**config.mk**
```make
export PLATFORM = sky130hd
export DESIGN_NAME = status_scan_ctrl_flat
export DESIGN_NICKNAME = d
export VERILOG_FILES = /design/src/rtl/status_scan_ctrl_if.sv /design/src/rtl/status_scan_ctrl.sv /design/src/flat_wrapper.sv
export SDC_FILE = /design/constraint.sdc
export NUM_CORES = 1
export LEC_CHECK = 0
export ABC_CLOCK_PERIOD_IN_PS = 2000
export BUFFER_PORTS_ARGS = -buffer_cell sky130_fd_sc_hd__buf_2
export CAP_MARGIN = 20
export CORE_UTILIZATION = 30
export DETAILED_ROUTE_END_ITERATION = 12
export HOLD_SLACK_MARGIN = 0.08
export PLACE_DENSITY = 0.57
export SETUP_SLACK_MARGIN = 0.05
export SYNTH_ARGS = -nofsm -noshare
export SYNTH_HDL_FRONTEND = slang
export SYNTH_SLANG_ARGS = --single-unit
export TNS_END_PERCENT = 10
```
**constraint.sdc**
```tcl
create_clock -name CLK -period 2 [get_ports CLK]
set_input_delay 0.2 -clock CLK [delete_from_list [all_inputs] [get_ports CLK]]
set_output_delay 0.2 -clock CLK [all_outputs]
set_load 0.01 [all_outputs]
```
**src/rtl/status_scan_ctrl_if.sv**
```systemverilog
// Status-digit scan bus: enable/load/codes in, multiplexed pattern and select out.
// BLINK exists only when STATUS_SCAN_BLINK_EN is defined.
interface status_scan_ctrl_if #(
   parameter int N_DIG = 4
);
   logic                 EN;
   logic                 LOAD;
   logic [2*N_DIG-1:0]   STD;
`ifdef STATUS_SCAN_BLINK_EN
   logic [N_DIG-1:0]     BLINK;
`endif
   logic [3:0]           STDIG;
   logic [N_DIG-1:0]     DIG_SEL;
   logic                 SCAN_DONE;

`ifdef STATUS_SCAN_BLINK_EN
   modport master (
      output EN, LOAD, STD, BLINK,
      input  STDIG, DIG_SEL, SCAN_DONE
   );
   modport slave (
      input  EN, LOAD, STD, BLINK,
      output STDIG, DIG_SEL, SCAN_DONE
   );
`else
   modport master (
      output EN, LOAD, STD,
      input  STDIG, DIG_SEL, SCAN_DONE
   );
   modport slave (
      input  EN, LOAD, STD,
      output STDIG, DIG_SEL, SCAN_DONE
   );
`endif
endinterface

```
**src/rtl/status_scan_ctrl.sv**
```systemverilog
// Time-multiplexed status-digit scanner with blanking slots and frame-done pulse.
// Optional per-digit blink when STATUS_SCAN_BLINK_EN is defined.
module status_scan_ctrl #(
   parameter int N_DIG     = 4,
   parameter int PRESCALE  = 50000,
   parameter int BLANK_CYC = 2
`ifdef STATUS_SCAN_BLINK_EN
   , parameter int BLINK_FRAMES = 16
`endif
) (
   input  logic              CLK,
   input  logic              RST,
   status_scan_ctrl_if.slave bus
);

   localparam int CMAX = (PRESCALE > BLANK_CYC) ? PRESCALE : BLANK_CYC;
   localparam int CW   = (CMAX > 1) ? $clog2(CMAX) : 1;
   localparam int IW   = $clog2(N_DIG);

   localparam logic [CW-1:0] C_PRE_END = CW'(PRESCALE - 1);
   localparam logic [CW-1:0] C_BLK_END = CW'(BLANK_CYC - 1);
   localparam logic [IW-1:0] C_IDX_END = IW'(N_DIG - 1);

   typedef enum logic [1:0] {
      S_IDLE,
      S_BLANK,
      S_SHOW
   } state_t;

   state_t               r_state;
   logic [IW-1:0]        r_idx;
   logic [CW-1:0]        r_cnt;
   logic [2*N_DIG-1:0]   r_shadow;
   logic [3:0]           r_stdig;
   logic [N_DIG-1:0]     r_sel;
   logic                 r_done;

   logic [2*N_DIG-1:0]   w_shadow_nxt;
   logic [1:0]           w_code;
   logic [3:0]           w_pat;
   logic [N_DIG-1:0]     w_sel_on;
   logic                 w_dark;

   // A LOAD on the capture edge must reach the decoder in the same cycle
   assign w_shadow_nxt = bus.LOAD ? bus.STD : r_shadow;
   assign w_code       = w_shadow_nxt[{r_idx, 1'b0} +: 2];
   assign w_pat        = {1'b0, ~w_code[1], ~w_code[0], 1'b1};
   assign w_sel_on     = ~(N_DIG'(1) << r_idx);

`ifdef STATUS_SCAN_BLINK_EN
   localparam int FW = (BLINK_FRAMES > 1) ? $clog2(BLINK_FRAMES) : 1;
   localparam logic [FW-1:0] C_FRM_END = FW'(BLINK_FRAMES - 1);

   logic [FW-1:0] r_frm;
   logic          r_phase;

   assign w_dark = r_phase & bus.BLINK[r_idx];
`else
   assign w_dark = 1'b0;
`endif

   always_ff @(posedge CLK or posedge RST) begin
      if (RST) begin
         r_shadow <= '0;
      end else if (bus.LOAD) begin
         r_shadow <= bus.STD;
      end
   end

   always_ff @(posedge CLK or posedge RST) begin
      if (RST) begin
         r_state <= S_IDLE;
         r_idx   <= '0;
         r_cnt   <= '0;
         r_stdig <= 4'b0000;
         r_sel   <= '1;
         r_done  <= 1'b0;
`ifdef STATUS_SCAN_BLINK_EN
         r_frm   <= '0;
         r_phase <= 1'b0;
`endif
      end else begin
         r_done <= 1'b0;
         case (r_state)
            S_IDLE: begin
               r_sel   <= '1;
               r_stdig <= 4'b0000;
               r_idx   <= '0;
               r_cnt   <= '0;
`ifdef STATUS_SCAN_BLINK_EN
               r_frm   <= '0;
               r_phase <= 1'b0;
`endif
               if (bus.EN) r_state <= S_BLANK;
            end
            S_BLANK: begin
               if (!bus.EN) begin
                  r_state <= S_IDLE;
                  r_sel   <= '1;
                  r_stdig <= 4'b0000;
                  r_idx   <= '0;
                  r_cnt   <= '0;
               end else if (r_cnt == C_BLK_END) begin
                  r_state <= S_SHOW;
                  r_cnt   <= '0;
                  r_stdig <= w_pat;
                  r_sel   <= w_dark ? '1 : w_sel_on;
               end else begin
                  r_cnt <= r_cnt + 1'b1;
               end
            end
            S_SHOW: begin
               if (!bus.EN) begin
                  r_state <= S_IDLE;
                  r_sel   <= '1;
                  r_stdig <= 4'b0000;
                  r_idx   <= '0;
                  r_cnt   <= '0;
               end else if (r_cnt == C_PRE_END) begin
                  r_state <= S_BLANK;
                  r_cnt   <= '0;
                  r_sel   <= '1;
                  if (r_idx == C_IDX_END) begin
                     r_idx  <= '0;
                     r_done <= 1'b1;
`ifdef STATUS_SCAN_BLINK_EN
                     if (r_frm == C_FRM_END) begin
                        r_frm   <= '0;
                        r_phase <= ~r_phase;
                     end else begin
                        r_frm <= r_frm + 1'b1;
                     end
`endif
                  end else begin
                     r_idx <= r_idx + 1'b1;
                  end
               end else begin
                  r_cnt <= r_cnt + 1'b1;
               end
            end
            default: r_state <= S_IDLE;
         endcase
      end
   end

   assign bus.STDIG     = r_stdig;
   assign bus.DIG_SEL   = r_sel;
   assign bus.SCAN_DONE = r_done;

endmodule

```
**src/flat_wrapper.sv**
```systemverilog
// flat-port wrapper written by rule: the top's interface ports become plain ports
module status_scan_ctrl_flat 
#(
   parameter int N_DIG     = 4,
   parameter int PRESCALE  = 50000,
   parameter int BLANK_CYC = 2

)
  (CLK, RST, bus_EN, bus_LOAD, bus_STD, bus_STDIG, bus_DIG_SEL, bus_SCAN_DONE);
  status_scan_ctrl_if #(.N_DIG(N_DIG)) bus_i ();
  input  logic CLK;
  input  logic RST;
  input wire logic [$bits(bus_i.EN)-1:0] bus_EN;
  input wire logic [$bits(bus_i.LOAD)-1:0] bus_LOAD;
  input wire logic [$bits(bus_i.STD)-1:0] bus_STD;
  output wire logic [$bits(bus_i.STDIG)-1:0] bus_STDIG;
  output wire logic [$bits(bus_i.DIG_SEL)-1:0] bus_DIG_SEL;
  output wire logic [$bits(bus_i.SCAN_DONE)-1:0] bus_SCAN_DONE;
  assign bus_i.EN = bus_EN;
  assign bus_i.LOAD = bus_LOAD;
  assign bus_i.STD = bus_STD;
  assign bus_STDIG = bus_i.STDIG;
  assign bus_DIG_SEL = bus_i.DIG_SEL;
  assign bus_SCAN_DONE = bus_i.SCAN_DONE;
  status_scan_ctrl #(.N_DIG(N_DIG), .PRESCALE(PRESCALE), .BLANK_CYC(BLANK_CYC)) u_core (.CLK(CLK), .RST(RST), .bus(bus_i));
endmodule
```
==> flow_metrics.py, run 1 <==
metrics = {
    "status": {
        "outcome": "completed",
    },
    "yosys": {
        "yosysWarnings": 0,
        "synthMuxAreaShare_pct": 8.93,
        "synth_nets": 199,
        "synth_simple_gate_area_share_pct": 20.8,
        "ys_ff_latch": 36,
        "synth_area_um2": 1950,
        "yosysTopAreaCell": "dfrtp_1",
        "synthXorXnorAreaFrac_pct": 3.60,
        "synth_top_family_by_area": "simple AND/OR/NAND/NOR gates",
        "ys_seq_area_share_pct": 46.5,
        "synth_fa_ha_area_share_pct": 6.43,
        "postSynthCellCount": 177,
        "synth_top_cell_area_share_pct": 41.1,
        "synth_flop_cell": "dfrtp_1",
        "ys_types": 46,
        "async_flop_share_pct": 100,
        "synth_edf_count": 0,
        "avgSynthCellArea_um2": 11.0,
        "synth_area_leaders": "dfrtp_1 (41%), ha_1 (6.4%), mux2_2 (5.8%), dfstp_2 (5.4%), nand3_1 (3.1%)",
        "synth_compound_area_share_pct": 10.0,
    },
    "route": {
        "drt_iter0_drc": 30,
        "viasPerCell": 5.05,
        "finalWirelength_um": 4080,
        "dr.pass1.iters": 5,
        "vias": 1479,
        "wl_per_cell_um": 13.9,
        "drtAntennaViolNets": 0,
        "drcViolationCount": 0,
    },
    "place": {
        "gp_congestion": 0.776,
        "place_hpwl_um": 2790,
        "post-place-ws_ns": -0.0210,
        "dpl_cell_area_um2": 2210,
        "io_buffer_count": 19,
    },
    "global_routing": {
        "grt-ovfl-total": 0,
        "grt_usage_pct": 13.5,
        "grt_max_degree": 37,
        "antenna_found_initial": 0,
        "grt_pass1_vias": 1459,
        "grt_pass1_wl_um": 6800,
    },
    "power": {
        "p_leak_nw": 1.10,
        "max-vdd-ir-drop_uv": 345,
        "powerDensity_nw_per_um2": 743,
    },
    "clocking": {
        "cts_sinks": 36,
        "cts_tree": "yes",
        "clk_pin_slew_ns": 0.07,
        "htreeDepth": 2,
        "insertion_delay_ns": 0.30,
        "cts_made_buffers": 5,
        "root_buffer": "clkbuf_8",
        "clockBufferDepth": 2,
    },
    "worst_setup_path": {
        "crit_chain": "inv_1 > ha_1 > nor4b_4 > a41oi_4 > or3b_1 > a22o_1",
        "start_kind": "flop",
        "cp.buffers_inverters": 1,
        "critPathSlowestCell": "or3b_1",
        "end_kind": "flop",
        "cp_slowest_stage_delay_ns": 0.44,
        "worstPathRequired_ns": 2.19,
        "critical_path.top_delay_family": "simple AND/OR/NAND/NOR gates",
        "crit_arrival_ns": 2.09,
        "critical_path.max_fanout": 4,
        "critPathKind": "reg2reg",
    },
    "timing": {
        "worst_slack_ns": 0.102,
        "max_freq_mhz": 527,
        "skew_ns": 0.00981,
        "setup_violations": 0,
        "hold_viol_final": 0,
        "period_minus_slack_ns": 1.90,
        "fin_setup_tns_ns": 0,
        "holdWs_ns": 0.152,
        "rsz0062_at_grt": "true",
        "period_share_pct": 94.9,
        "maxSlewViolCount": 0,
    },
    "final_layout": {
        "drive_gt1_share_pct": 34.9,
        "final_cell_area_um2": 2450,
        "synthToLayoutAreaGrowth_pct": 25.8,
        "layout_commonest_cell": "dfrtp_1",
        "nets": 239,
        "insertedDiodeCount": 0,
        "n_fill_cell": 605,
        "final_cell_mix": "dfrtp_1 (32), buf_2 (19), buf_4 (16)",
    },
    "floorplan": {
        "die_h_um": 82.6,
        "dieArea_um2": 6820,
        "start_util_pct": 31.9,
        "rows": 28,
        "die_w_um": 82.6,
        "num_io_pins": 21,
        "core_area_um2": 6100,
    },
    "run": {
        "cap_viol_max_count": 0,
    },
    "hold_path": {
        "hp-class": "in2reg",
    },
}
## cell type report
type / count / area (µm²) / share of cell area [%]
multi-input combinational: 128 / 1080 / 44.0
sequential: 36 / 906 / 37.0
timing repair buffer: 37 / 245 / 10.0
tap: 75 / 93.8 / 3.83
clock buffer: 7 / 86.3 / 3.52
inverter: 9 / 33.8 / 1.38
clock inverter: 1 / 7.51 / 0.306
## power by group
group	internal, mW	switching, mW	leakage, nW
Combinational	0.233	0.235	0.583
Clock	0.280	0.269	0.0445
Sequential	0.769	0.0347	0.469
## state kept, by name, indices dropped and copies added, names as in the netlist
signal and count:
u_core.bus.SCAN_DONE 1, u_core.r_state 2, u_core.r_idx 2, u_core.bus.DIG_SEL 4
u_core.r_shadow 8, u_core.bus.STDIG 3, u_core.r_cnt 16
## layer usage
layer,routed length (µm),vias up,global-route usage [%]
met1,1860,727,15.3
met4,75,0,5.17
li1,-,716,-
met5,0,-,0
met3,177,9,4.29
met2,1970,27,23.6
## stage by stage
step           utilization [%]  instances  power, mW
4_1_cts                   38.4        288       1.76
5_1_grt                   40.2        293       1.93
2_1_floorplan                -        177       1.07
6_report                  40.2        293       1.82
3_5_place_dp              36.3        279       1.18
3_3_place_gp              36.3        279       1.17
## cell usage after synthesis, types with 2 or more instances
cell type   n
dfrtp_1    32
nor2_1     13
nand3_1    12
ha_1       10
mux2_2     10
nand2_1    10
inv_1       9
xor2_1      6
mux2i_1     5
nor3_1      5
a21o_1      4
a2bb2oi_1   4
dfstp_2     4
o21ai_1     4
and3_1      3
and4_1      3
o211ai_1    3
or4_1       3
a22o_1      2
buf_4       2
clkbuf_1    2
nand2b_1    2
nand3b_1    2
nand4_1     2
nor4_1      2
o21ai_0     2
xnor2_1     2
## final timing paths
check                                          from                    end  slack (ns)  cells past startpoint
worst max-delay path                u_core.r_cnt[1]    u_core.bus.STDIG[2]        0.10                      6
worst min-delay path                     bus_STD[4]     u_core.r_shadow[4]        0.15                      2
worst max register to register      u_core.r_cnt[1]    u_core.bus.STDIG[2]        0.10                      6
worst min register to register  u_core.bus.STDIG[0]    u_core.bus.STDIG[0]        0.48                      1
max in group asynchronous                       RST  u_core.bus.DIG_SEL[0]        1.12                      4
min in group asynchronous                       RST       u_core.r_cnt[14]        0.54                      4
## kinds of logic after synthesis
group / after synthesis
multiplexers: 16
adder cells (fa/ha/maj): 10
AO/OA/AOI/OAI: 25
flip-flops: 36
other: 1
XOR/XNOR: 8
AND/OR/NAND/NOR: 67
buffers and inverters: 14
## repair_timing
item                                   4_1_cts  5_1_grt
hold buffers                                 1        0
endpoints found under the hold margin       32        0
pin swaps                                    2        4
setup endpoints to repair                   15       19
resized for setup                            4       11
setup buffers                                0        4
gates cloned                                 0        1
Note: power is estimated with default switching activity, not from simulation.
==> inputs of run 2 (changes only) <==
Settings changed: CORE_UTILIZATION 30 to 52, PLACE_DENSITY 0.57 to 0.84.
==> flow_metrics.py, run 2 (same netlist as run 1, synthesis figures left out) <==
metrics = {
    "status": {
        "outcome": "completed",
    },
    "clocking": {
        "root_buffer": "clkbuf_8",
        "cts_tree": "yes",
        "insertion_delay_ns": 0.29,
        "cts_sinks": 36,
        "htreeDepth": 2,
        "cts_made_buffers": 5,
        "clockBufferDepth": 2,
        "clk_pin_slew_ns": 0.07,
    },
    "timing": {
        "rsz0062_at_grt": "true",
        "max_freq_mhz": 518,
        "setup_violations": 0,
        "skew_ns": 0.00440,
        "maxSlewViolCount": 0,
        "hold_viol_final": 0,
        "period_minus_slack_ns": 1.93,
        "period_share_pct": 96.5,
        "fin_setup_tns_ns": 0,
    },
    "floorplan": {
        "core_area_um2": 3470,
        "die_w_um": 63.2,
        "num_io_pins": 21,
        "dieArea_um2": 3990,
        "die_h_um": 63.2,
        "start_util_pct": 56.1,
        "rows": 21,
    },
    "global_routing": {
        "met3_usage_pct": 5.43,
        "grt_max_degree": 37,
        "grt_use_met1_pct": 26.8,
        "antenna_found_initial": 0,
        "grtUsageMet2_pct": 37.2,
        "grt-ovfl-total": 0,
        "grt_pass1_vias": 1480,
        "grt_pass1_wl_um": 6640,
        "grt_usage_pct": 22.1,
        "busiest_layer": "met2",
    },
    "route": {
        "drt_iter0_drc": 66,
        "drtAntennaViolNets": 0,
        "vias": 1438,
        "drcViolationCount": 0,
        "finalWirelength_um": 3830,
        "dr.pass1.iters": 4,
        "viasPerCell": 5.51,
        "wl_per_cell_um": 14.7,
    },
    "final_layout": {
        "fin_util_pct": 68.9,
        "final_cell_mix": "dfrtp_1 (32), buf_2 (19), buf_4 (15)",
        "regMostFlops": "u_core.r_cnt",
        "insertedDiodeCount": 0,
        "largest_reg_flops": 16,
        "synthToLayoutAreaGrowth_pct": 22.8,
        "finalNonFillerCells": 261,
        "nets": 236,
        "layout_commonest_cell": "dfrtp_1",
        "drive_gt1_share_pct": 32.6,
    },
    "hold_path": {
        "hold_start": "bus_STD[5]",
        "whs_endpoint": "u_core.r_shadow[5]",
        "min_path_cells": 2,
        "hp-class": "in2reg",
    },
    "worst_setup_path": {
        "rr_worst_depth": 6,
        "crit_arrival_ns": 2.14,
        "critical_path.max_fanout": 7,
        "critPathSlowestCell": "or4_1",
        "timing.rr.end": "u_core.r_cnt[5]",
        "reg2reg_from": "u_core.r_cnt[0]",
        "crit_chain": "ha_2 > and4_1 > and4_4 > a2bb2oi_4 > or4_1 > o211ai_1",
        "start_kind": "flop",
        "critPathKind": "reg2reg",
        "reg2reg_slack_ns": 0.07,
        "cp.buffers_inverters": 0,
        "end_kind": "flop",
        "worstPathRequired_ns": 2.21,
        "cp_slowest_stage_delay_ns": 0.49,
        "critical_path.top_delay_family": "simple AND/OR/NAND/NOR gates",
    },
    "power": {
        "combPwrFrac_pct": 19.4,
        "share_seq_of_total_power_pct": 38.4,
        "total_power_mw": 2.08,
        "clockPowerShare_pct": 42.2,
        "netSwitchingFraction_pct": 24.0,
        "powerDensity_nw_per_um2": 872,
        "p_int_mw": 1.58,
        "p_switching_uw": 499,
        "p_leak_nw": 1.09,
        "max-vdd-ir-drop_uv": 465,
    },
    "run": {
        "cap_viol_max_count": 0,
    },
    "place": {
        "place_hpwl_um": 2640,
        "gp_congestion": 0.890,
        "place_inst": 248,
        "io_buffer_count": 19,
    },
}
run 2: cell count changes in the layout (fill, tap and decap cells not counted), sizes merged:
cell | previous run | this run
bufinv | 0 | 3
buf | 36 | 34
clkbuf | 7 | 5
a2bb2oi | 6 | 5
clkinvlp | 1 | 0
run 2: worst max-delay path by stage:
stage / cells after the start / slack, ns / startpoint / end
final: 6 / 0.07 / u_core.r_cnt[0] / u_core.r_cnt[5]
after global routing: 8 / -0.05 / u_core.r_cnt[1] / u_core.r_cnt[3]
after detailed placement: 8 / -0.006 / u_core.r_cnt[1] / u_core.r_cnt[3]
after global placement: 8 / 0.05 / u_core.r_cnt[1] / u_core.r_cnt[3]
after CTS: 6 / 0.03 / u_core.r_cnt[0] / u_core.r_cnt[5]
after floorplan: 7 / 0.1 / u_core.r_cnt[0] / u_core.r_cnt[7]
run 2: power groups by stage:
stage | Clock, mW | Combinational [mW] | Sequential, mW
floorplan | 0 | 0.268 | 0.807
global placement | 0 | 0.343 | 0.810
detailed placement | 0 | 0.352 | 0.811
CTS | 0.898 | 0.366 | 0.799
global route | 0.926 | 0.450 | 0.806
finish | 0.880 | 0.404 | 0.801
run 2: stage by stage:
stage / setup slack (ns) / instance area (µm²) / hold WS [ns]
3_3_place_gp: 0.0494 / 2150 / 0.320
3_5_place_dp: -0.00575 / 2150 / 0.329
4_1_cts: 0.0285 / 2330 / 0.154
6_report: 0.0701 / 2390 / 0.160
5_1_grt: -0.0499 / 2390 / 0.144
2_1_floorplan: 0.0986 / 1950 / 0.349
run 2: final cells by class:
type                            count  area [µm²]
Clock buffer                        5        68.8
Multi-Input combinational cell    127        1020
Fill cell                         276        1080
Inverter                            9        33.8
Timing Repair Buffer               35         218
Clock inverter                      3        90.1
Tap cell                           46        57.6
Sequential cell                    36         906
run 2: metal layers:
layer	vias to the layer above	wire length (µm)
li1	708	-
met1	684	1680
met2	38	1880
met3	8	166
met4	0	98
met5	-	0
run 2: what timing repair did:
action,in CTS,in global routing
pin swaps,0,3
gates resized for setup,1,6
setup buffers,0,4
hold buffers,1,0
hold endpoints to repair,32,0
endpoints found under the setup margin,13,21
run 2: worst register-to-register path: cells and delay by family (launching register included):
family	cells	cell delay (ns)
flip-flops	1	0.44
AO/OA/AOI/OAI	2	0.29
AND/OR/NAND/NOR	3	0.90
adder cells (fa/ha/maj)	1	0.23
==> inputs of run 3 (changes only) <==
Settings changed: CORE_MARGIN set to 4, PLACE_DENSITY 0.84 to unset, PLACE_DENSITY_LB_ADDON set to 0.3.
==> flow_metrics.py, run 3 (same netlist as run 1, synthesis figures left out) <==
metrics = {
    "status": {
        "outcome": "completed",
    },
    "final_layout": {
        "final_cell_area_um2": 2400,
        "insertedDiodeCount": 0,
        "fin_util_pct": 69.1,
        "final_cell_mix": "dfrtp_1 (32), buf_4 (23), buf_2 (19)",
        "nets": 244,
        "finalNonFillerCells": 269,
        "drive_gt1_share_pct": 34.1,
        "synthToLayoutAreaGrowth_pct": 23.1,
        "largest_reg_flops": 16,
        "layout_commonest_cell": "dfrtp_1",
        "regMostFlops": "u_core.r_cnt",
        "n_fill_cell": 266,
    },
    "timing": {
        "fin_setup_tns_ns": 0,
        "skew_ns": 0.00403,
        "period_minus_slack_ns": 1.93,
        "hold_viol_final": 0,
        "period_share_pct": 96.3,
        "maxSlewViolCount": 0,
        "max_freq_mhz": 519,
        "worst_slack_ns": 0.0739,
        "holdWs_ns": 0.180,
        "setup_violations": 0,
        "rsz0062_at_grt": "true",
    },
    "hold_path": {
        "hold_start": "bus_STD[2]",
        "min_path_cells": 2,
        "hp-class": "in2reg",
        "whs_endpoint": "u_core.r_shadow[2]",
    },
    "global_routing": {
        "grt_max_degree": 37,
        "busiest_layer": "met2",
        "antenna_found_initial": 0,
        "grt_use_met1_pct": 23.1,
        "met3_usage_pct": 4.20,
        "grt_pass1_vias": 1571,
        "grtUsageMet2_pct": 33.2,
        "grt_pass1_wl_um": 7430,
        "grt-ovfl-total": 0,
        "grt_usage_pct": 19.1,
    },
    "route": {
        "drtAntennaViolNets": 0,
        "dr.pass1.iters": 4,
        "drcViolationCount": 0,
        "wl_per_cell_um": 16.2,
        "finalWirelength_um": 4350,
        "drt_iter0_drc": 77,
        "viasPerCell": 5.65,
        "vias": 1521,
    },
    "worst_setup_path": {
        "crit_arrival_ns": 2.09,
        "critPathSlowestCell": "or3b_4",
        "timing.rr.end": "u_core.bus.STDIG[2]",
        "reg2reg_slack_ns": 0.07,
        "start_kind": "flop",
        "rr_worst_depth": 6,
        "cp.buffers_inverters": 1,
        "crit_chain": "inv_1 > ha_1 > nor4b_4 > a41oi_4 > or3b_4 > a22o_1",
        "reg2reg_from": "u_core.r_cnt[1]",
        "cp_slowest_stage_delay_ns": 0.44,
        "critPathKind": "reg2reg",
        "critical_path.top_delay_family": "simple AND/OR/NAND/NOR gates",
        "critical_path.max_fanout": 4,
        "end_kind": "flop",
        "critical_path_depth": 6,
        "critPathLaunch": "u_core.r_cnt[1]",
        "worstPathRequired_ns": 2.16,
    },
    "floorplan": {
        "dieArea_um2": 4790,
        "core_area_um2": 3470,
        "die_h_um": 69.2,
        "num_io_pins": 21,
        "rows": 21,
        "start_util_pct": 56.1,
        "die_w_um": 69.2,
    },
    "run": {
        "cap_viol_max_count": 0,
    },
    "power": {
        "share_seq_of_total_power_pct": 43.0,
        "p_leak_nw": 1.11,
        "total_power_mw": 1.85,
        "clockPowerShare_pct": 33.0,
        "p_switching_uw": 500,
        "combPwrFrac_pct": 24.0,
        "netSwitchingFraction_pct": 27.0,
        "powerDensity_nw_per_um2": 772,
        "p_int_mw": 1.35,
        "max-vdd-ir-drop_uv": 509,
    },
    "clocking": {
        "insertion_delay_ns": 0.27,
        "htreeDepth": 2,
        "cts_made_buffers": 5,
        "cts_tree": "yes",
        "clk_pin_slew_ns": 0.07,
        "root_buffer": "clkbuf_8",
        "clockBufferDepth": 2,
        "cts_sinks": 36,
    },
    "place": {
        "dpl_cell_area_um2": 2190,
        "place_inst": 254,
        "post-place-ws_ns": -0.000469,
        "place_hpwl_um": 3130,
        "io_buffer_count": 19,
        "gp_congestion": 0.826,
    },
}
## run 3: power by group through the flow
stage / clock network (mW) / logic [mW] / registers [mW]
2_1_floorplan: 0 / 0.268 / 0.807
4_1_cts: 0.631 / 0.393 / 0.796
5_1_grt: 0.667 / 0.482 / 0.799
6_report: 0.611 / 0.444 / 0.795
3_3_place_gp: 0 / 0.356 / 0.805
3_5_place_dp: 0 / 0.377 / 0.809
## run 3: area by class of cell
cell class	instances	area [µm²]	share of cell area (%)
tap	46	57.6	2.40
multi-input combinational	127	1010	42.3
timing repair buffer	43	278	11.6
sequential	36	906	37.8
clock buffer	6	72.6	3.03
clock inverter	2	35.0	1.46
inverter	9	33.8	1.41
## run 3: how the worst max path moves through the flow
| stage | end | slack [ns] |
|---|---|---|
| final | u_core.bus.STDIG[2] | 0.07 |
| after global placement | u_core.r_cnt[3] | 0.12 |
| after floorplan | u_core.r_cnt[7] | 0.1 |
| after detailed placement | u_core.r_cnt[3] | -0.0005 |
| after CTS | u_core.r_cnt[5] | 0.02 |
| after global routing | u_core.r_cnt[3] | -0.04 |
## run 3: what timing repair did
item,CTS,global route
endpoints found under the setup margin,13,24
setup buffers,0,6
hold buffers,1,0
resized for setup,1,6
endpoints found under the hold margin,32,0
pin swaps,0,3
## run 3: per-layer routing
metal,share of wire (%),wire length [µm]
met4,2.4,104
met2,53,2280
met3,3.7,160
met5,0,0
met1,41,1800
